**config.mk**
```make
export PLATFORM = sky130hd
export DESIGN_NAME = aurora_link_supervisor
export DESIGN_NICKNAME = d
export VERILOG_FILES = /design/src/rtl/aurora_sup_pkg.sv /design/src/rtl/aurora_bit_sync.sv /design/src/rtl/aurora_link_supervisor.sv
export SDC_FILE = /design/constraint.sdc
export NUM_CORES = 1
export LEC_CHECK = 0
export BUFFER_PORTS_ARGS = -buffer_cell sky130_fd_sc_hd__buf_2
export CAP_MARGIN = 20
export CORE_MARGIN = 3
export CORE_UTILIZATION = 51
export DETAILED_ROUTE_END_ITERATION = 7
export GPL_TIMING_DRIVEN = 0
export PLACE_DENSITY = 0.85
export SLEW_MARGIN = 20
export SYNTH_ARGS = -nofsm -noshare
export SYNTH_HDL_FRONTEND = slang
export SYNTH_SLANG_ARGS = --single-unit
```
**constraint.sdc**
```tcl
create_clock -name init_clk_in -period 2.2 [get_ports init_clk_in]
set_clock_uncertainty 0.05 [all_clocks]
set_input_delay 0.11 -clock init_clk_in [delete_from_list [all_inputs] [get_ports init_clk_in]]
set_output_delay 0.11 -clock init_clk_in [all_outputs]
set_load 0.005 [all_outputs]
```
**src/rtl/aurora_sup_pkg.sv**
```systemverilog
// Shared types and constants for the Aurora link supervisor.
package aurora_sup_pkg;

  localparam int STATE_W = 3;
  localparam int RETRY_W = 8;

  typedef enum logic [STATE_W-1:0] {
    GT_RST  = 3'd0,
    SYS_RST = 3'd1,
    WAIT_UP = 3'd2,
    LINKED  = 3'd3,
    FAIL    = 3'd4
  } sup_state_e;

  // Largest of three phase lengths, used to size the shared timer.
  function automatic int max3(input int a, input int b, input int c);
    int m;
    m = (a > b) ? a : b;
    return (m > c) ? m : c;
  endfunction

endpackage

```
**src/rtl/aurora_bit_sync.sv**
```systemverilog
// Two-flop synchroniser for one asynchronous level into the init clock domain.
module aurora_bit_sync (
  input  logic clk,
  input  logic reset,
  input  logic d,
  output logic q
);

  logic meta;

  // Two-stage capture; both stages clear on reset so synced outputs start low.
  always_ff @(posedge clk) begin
    if (reset) begin
      meta <= 1'b0;
      q    <= 1'b0;
    end else begin
      meta <= d;
      q    <= meta;
    end
  end

endmodule

```
**src/rtl/aurora_link_supervisor.sv**
```systemverilog
// Reset sequencer and link watchdog for an Aurora 8b10b channel group.
module aurora_link_supervisor
  import aurora_sup_pkg::*;
#(
  parameter int SFP_CHANNEL     = 2,
  parameter int GT_RESET_CYCLES = 512,
  parameter int RESET_CYCLES    = 128,
  parameter int UP_TIMEOUT      = 1048576,
  parameter int DOWN_FILTER     = 16,
  parameter int MAX_RETRY       = 7,
  parameter int CNT_W           = 16
) (
  input  logic                         init_clk_in,
  input  logic                         reset,
  input  logic [SFP_CHANNEL-1:0]       chan_en,
  input  logic [SFP_CHANNEL-1:0]       channel_up,
  input  logic [SFP_CHANNEL-1:0]       hard_err,
  input  logic                         force_reset,
  input  logic                         retry_req,
  output logic                         aurora_reset,
  output logic                         aurora_gt_reset,
  output logic                         link_ok,
  output logic                         link_fail,
  output logic [STATE_W-1:0]           state,
  output logic [RETRY_W-1:0]           retry_cnt,
  output logic [SFP_CHANNEL*CNT_W-1:0] drop_cnt,
  output logic [SFP_CHANNEL-1:0]       chan_up_sync
);

  localparam int TMAX = max3(GT_RESET_CYCLES, RESET_CYCLES, UP_TIMEOUT);
  localparam int TW   = (TMAX > 1) ? $clog2(TMAX) : 1;
  localparam int DW   = $clog2(DOWN_FILTER + 1);

  localparam logic [TW-1:0]      GT_LAST = TW'(GT_RESET_CYCLES - 1);
  localparam logic [TW-1:0]      RS_LAST = TW'(RESET_CYCLES - 1);
  localparam logic [TW-1:0]      UP_LAST = TW'(UP_TIMEOUT - 1);
  localparam logic [DW-1:0]      DN_LAST = DW'(DOWN_FILTER - 1);
  localparam logic [RETRY_W-1:0] RT_MAX  = RETRY_W'(MAX_RETRY);

  logic [SFP_CHANNEL-1:0] up_s, err_s;

  for (genvar i = 0; i < SFP_CHANNEL; i++) begin : g_sync
    aurora_bit_sync u_up  (.clk(init_clk_in), .reset(reset), .d(channel_up[i]), .q(up_s[i]));
    aurora_bit_sync u_err (.clk(init_clk_in), .reset(reset), .d(hard_err[i]),   .q(err_s[i]));
  end

  sup_state_e                        st_q, st_d;
  logic [TW-1:0]                     timer_q;
  logic [DW-1:0]                     dn_q;
  logic [RETRY_W-1:0]                retry_q, retry_d;
  logic [SFP_CHANNEL-1:0]            inc_mask;
  logic [SFP_CHANNEL-1:0][CNT_W-1:0] drop_q;
  logic                              all_up, any_err, filt_drop, clr_timer;

  // Disabled channels count as up and never flag errors.
  assign all_up    = &(up_s | ~chan_en);
  assign any_err   = |(err_s & chan_en);
  assign filt_drop = !all_up && (dn_q == DN_LAST);

  // Next state, retry bookkeeping and which drop counters to bump.
  always_comb begin
    st_d     = st_q;
    retry_d  = retry_q;
    inc_mask = '0;
    if (force_reset) begin
      st_d    = GT_RST;
      retry_d = '0;
    end else if (st_q == FAIL && retry_req) begin
      st_d    = GT_RST;
      retry_d = '0;
    end else begin
      unique case (st_q)
        GT_RST:  if (timer_q == GT_LAST) st_d = SYS_RST;
        SYS_RST: if (timer_q == RS_LAST) st_d = WAIT_UP;
        WAIT_UP: begin
          if (all_up) begin
            st_d    = LINKED;
            retry_d = '0;
          end else if (timer_q == UP_LAST) begin
            retry_d = (&retry_q) ? retry_q : retry_q + RETRY_W'(1);
            st_d    = (MAX_RETRY != 0 && retry_d == RT_MAX) ? FAIL : GT_RST;
          end
        end
        LINKED: begin
          if (filt_drop || any_err) begin
            st_d     = GT_RST;
            // A filtered drop blames the down channels; an error-only drop blames the flaggers.
            inc_mask = filt_drop ? (chan_en & ~up_s) : (chan_en & err_s);
          end
        end
        default: ;
      endcase
    end
  end

  // force_reset restarts the sequence even when already in GT_RST.
  assign clr_timer = (st_d != st_q) || force_reset;

  // State, timer, down filter, retry count and registered output decode.
  always_ff @(posedge init_clk_in) begin
    if (reset) begin
      st_q            <= GT_RST;
      timer_q         <= '0;
      dn_q            <= '0;
      retry_q         <= '0;
      aurora_gt_reset <= 1'b1;
      aurora_reset    <= 1'b1;
      link_ok         <= 1'b0;
      link_fail       <= 1'b0;
    end else begin
      st_q    <= st_d;
      retry_q <= retry_d;
      if (clr_timer || st_q == LINKED || st_q == FAIL) timer_q <= '0;
      else                                              timer_q <= timer_q + TW'(1);
      if (st_q == LINKED && st_d == LINKED && !all_up) dn_q <= dn_q + DW'(1);
      else                                             dn_q <= '0;
      aurora_gt_reset <= (st_d == GT_RST) || (st_d == FAIL);
      aurora_reset    <= (st_d == GT_RST) || (st_d == SYS_RST) || (st_d == FAIL);
      link_ok         <= (st_d == LINKED);
      link_fail       <= (st_d == FAIL);
    end
  end

  for (genvar i = 0; i < SFP_CHANNEL; i++) begin : g_drop
    // Per-channel saturating drop counter.
    always_ff @(posedge init_clk_in) begin
      if (reset)                         drop_q[i] <= '0;
      else if (inc_mask[i] && !(&drop_q[i])) drop_q[i] <= drop_q[i] + CNT_W'(1);
    end
  end

  assign state        = st_q;
  assign retry_cnt    = retry_q;
  assign drop_cnt     = drop_q;
  assign chan_up_sync = up_s;

endmodule
```
==> results by group <==
Floorplanning
  – # IOs: 59
  – Core area: about 7300 um2
  – FP Rows: 31
  – Starting density of the core: a little over half
  – Die X-Extent: a little over 90 um
  – Die height: around 94 um
  – Die area: about 8700 um2

GRT
  – First-pass GRT wire length: roughly 16000 um
  – Largest net degree at the start of global routing: 15
  – Vias in the first global route: 3487
  – Global Route Usage Sum: about a quarter
  – Initial antenna violation count: 0
  – Total grt overflow: 0

Yosys
  – Number of warning messages in the yosys log: 0
  – Post-Syn Area per Cell: approximately 8.8 um2
  – Synth async-reset ratio: 0%
  – Synth top area share: around two fifths
  – Synth Flop Type: dfxtp_1
  – Cell Area, Synth: between 3000 and 4000 um2
  – Syn nets: approximately 460
  – Top post-synthesis cells by count: dfxtp_1 (80), nand3_1 (28), nor2_1 (28), nand2_1 (27), a21oi_1 (25)
  – Synth Instances: 443
  – Synth area leaders: dfxtp_1 (41%), nand3_1 (3.6%), a21oi_1 (3.2%)
  – Register area share after synthesis: between 40% and 50%
  – Post-synthesis cell type count: 57
  – FF+latch count, synth: 80
  – Most frequent cell after synthesis: dfxtp_1
  – Area leader, netlist: dfxtp_1
  – EDFF count, synth: 0

Clocking
  – Worst-Skew Late Latency: 360 ps
  – Clk buf depth: 2
  – CTS sink count: 80
  – TritonCTS clock tree: yes
  – Clock H-tree levels: 3
  – CTS Buf Count: 9
  – Clock slew seen by the registers of the worst setup and hold paths: about 90 ps
  – CTS Root Cell: clkbuf_8

Place
  – Gpl congestion: around 0.95
  – Post-DP Area: around 4300 um2
  – Placed cells: 600
  – Input/output buffers: 58
  – DP HPWL: between 6000 and 7000 um

STA
  – Slew Viols, Final: 0
  – Final Hold Fails: 0
  – Period utilization: 103%
  – RSZ-0062 raised after global routing: yes
  – Final WS setup: -74.4 ps
  – Final setup violation count: 3
  – Post-route minimum period: approximately 2300 ps
  – Fmax: around 0.44 GHz
  – Worst-margin pin slew: between 500 and 600 ps
  – Slew Limit Headroom: around 63%

Worst setup path
  – Critical Path RT: between 2000 and 2500 ps
  – WP data arrival: ~2500 ps
  – Crit path from: dn_q[1]
  – Worst-path fanout max: 5
  – Critical path type: register to register
  – CP Launch Type: register
  – R2r setup slk: -70 ps
  – Worst r2r src: dn_q[1]
  – Crit path capture type: register

Final layout
  – Share of cells above drive strength 1: between 20% and 30%
  – # nets final: between 500 and 600
  – Final std cells w/o fill: 634
  – N_diodes: 0
  – Layout area overhead: 26.1%
  – Fin area: a little under 5000 um2
  – Final Util: 67.2%

Power and ir drop
  – Total Power: around 2.6 mW
  – Static Leak: 1.77 nW
  – Pwr dens: 534 nW/um2
  – VDD IR max: a little over 0.0003 V

Detailed routing
  – Routed vias: a little under 4000
  – Final WL: between 10000 and 15000 um
  – DR iter-0 viols: 250
  – Drt first pass iters: 5
  – Via density: between 6 and 7
  – Final ANT Viol Nets: 0
  – DRC viols: 0
  – Routed length per instance: around 16 um

Job
  – Max-cap violation count: 0

Worst hold path
  – Hold path start: reset
  – Worst min path class: primary input to register

Run status
  – Violated checks: negative setup slack
  – Outcome: complete, but fails checks
## kinds of logic (layout without fill, tap and decap cells)
logic type | Yosys count | in the layout | synth area share (%)
AO/OA/AOI/OAI | 93 | 93 | 15.8
XOR/XNOR | 26 | 26 | 5.83
adder cells (fa/ha/maj) | 6 | 6 | 1.92
buffers and inverters | 25 | 117 | 2.69
flip-flops | 80 | 80 | 41.0
multiplexers | 2 | 2 | 0.545
AND/OR/NAND/NOR | 211 | 211 | 32.2
## area by class of cell
class	instances	area, um2
Clock buffer	10	128
Timing Repair Buffer	76	439
Clock inverter	6	68.8
Buffer	18	119
Fill cell	581	2410
Tap cell	99	124
Sequential cell	80	1610
Multi-Input combinational cell	338	2410
Inverter	7	26.3
## layout by cell type (no fill, tap or decap), types with 6 or more instances in the layout
cell      count
xnor2_1      14
nor4_1       10
nand4_1      16
a211oi_1      6
or3_1         6
clkbuf_1      9
clkbuf_8     11
buf_4        14
and4_1       10
xor2_1       12
nor2_1       27
and2_1        8
inv_1         7
o31ai_1      12
nor2b_1      12
dfxtp_1      76
nand2_1      27
nor3_1       14
a21oi_1      19
nand3_1      26
and3_1        7
buf_2        59
or4_1        12
o21ai_0      12
## registers in the layout, summed over array words and instances, names as in the netlist
signal and cells:
link_fail 1, g_sync.u_err.q 2, g_sync.u_up.q 2, state 3, retry_cnt 8, g_sync.u_err.meta 2
aurora_reset 1, timer_q 20, g_sync.u_up.meta 2, link_ok 1, drop_cnt 32, dn_q 5
aurora_gt_reset 1
## routing by layer
metal  global-route usage [%]  part of all wire, %  vias up
met3                     4.91                  7.0       25
met4                     10.1                  2.4        0
met5                        0                    0        -
met2                     39.1                   49      167
met1                     29.4                   41     1842
li1                         -                    -     1858
## stage by stage
step	TNS (ps)	hold WS (ps)	worst slack, ps
6_report	-93.9	71.1	-74.4
5_1_grt	-883	64.9	-114
4_1_cts	0	52.9	0.487
3_5_place_dp	-7370	284	-314
3_3_place_gp	-4360	285	-253
2_1_floorplan	0	188	10.3
## power by group
part / switching [mW] / internal, mW / leakage, nW / total (mW)
Combinational: 0.0504 / 0.0317 / 1.03 / 0.0821
Clock: 0.558 / 0.530 / 0.0968 / 1.09
Sequential: 0.00609 / 1.45 / 0.648 / 1.46
## worst paths after layout
path | to | depth (start not counted)
worst max-delay path | drop_cnt[26] | 9
worst max register to register | drop_cnt[26] | 9
worst min register to register | g_sync[1].u_err.q | 1
worst min-delay path | drop_cnt[15] | 3
## worst max-delay path: stages, from the launching register on
cell,delay (ps)
dfxtp_2,360
ha_4,130
and3_4,180
ha_4,140
nor2b_4,140
a21o_1,100
nand4_1,190
clkbuf_8,220
nor4b_4,320
mux2_4,320
## what timing repair did
item	in CTS	in global routing
pin swaps	13	19
gates cloned	1	1
hold endpoints to repair	4	0
resized for setup	39	26
hold buffers	4	0
endpoints found under the setup margin	45	59
setup buffers	6	6
No activity file was read; power rests on OpenSTA's default activity.
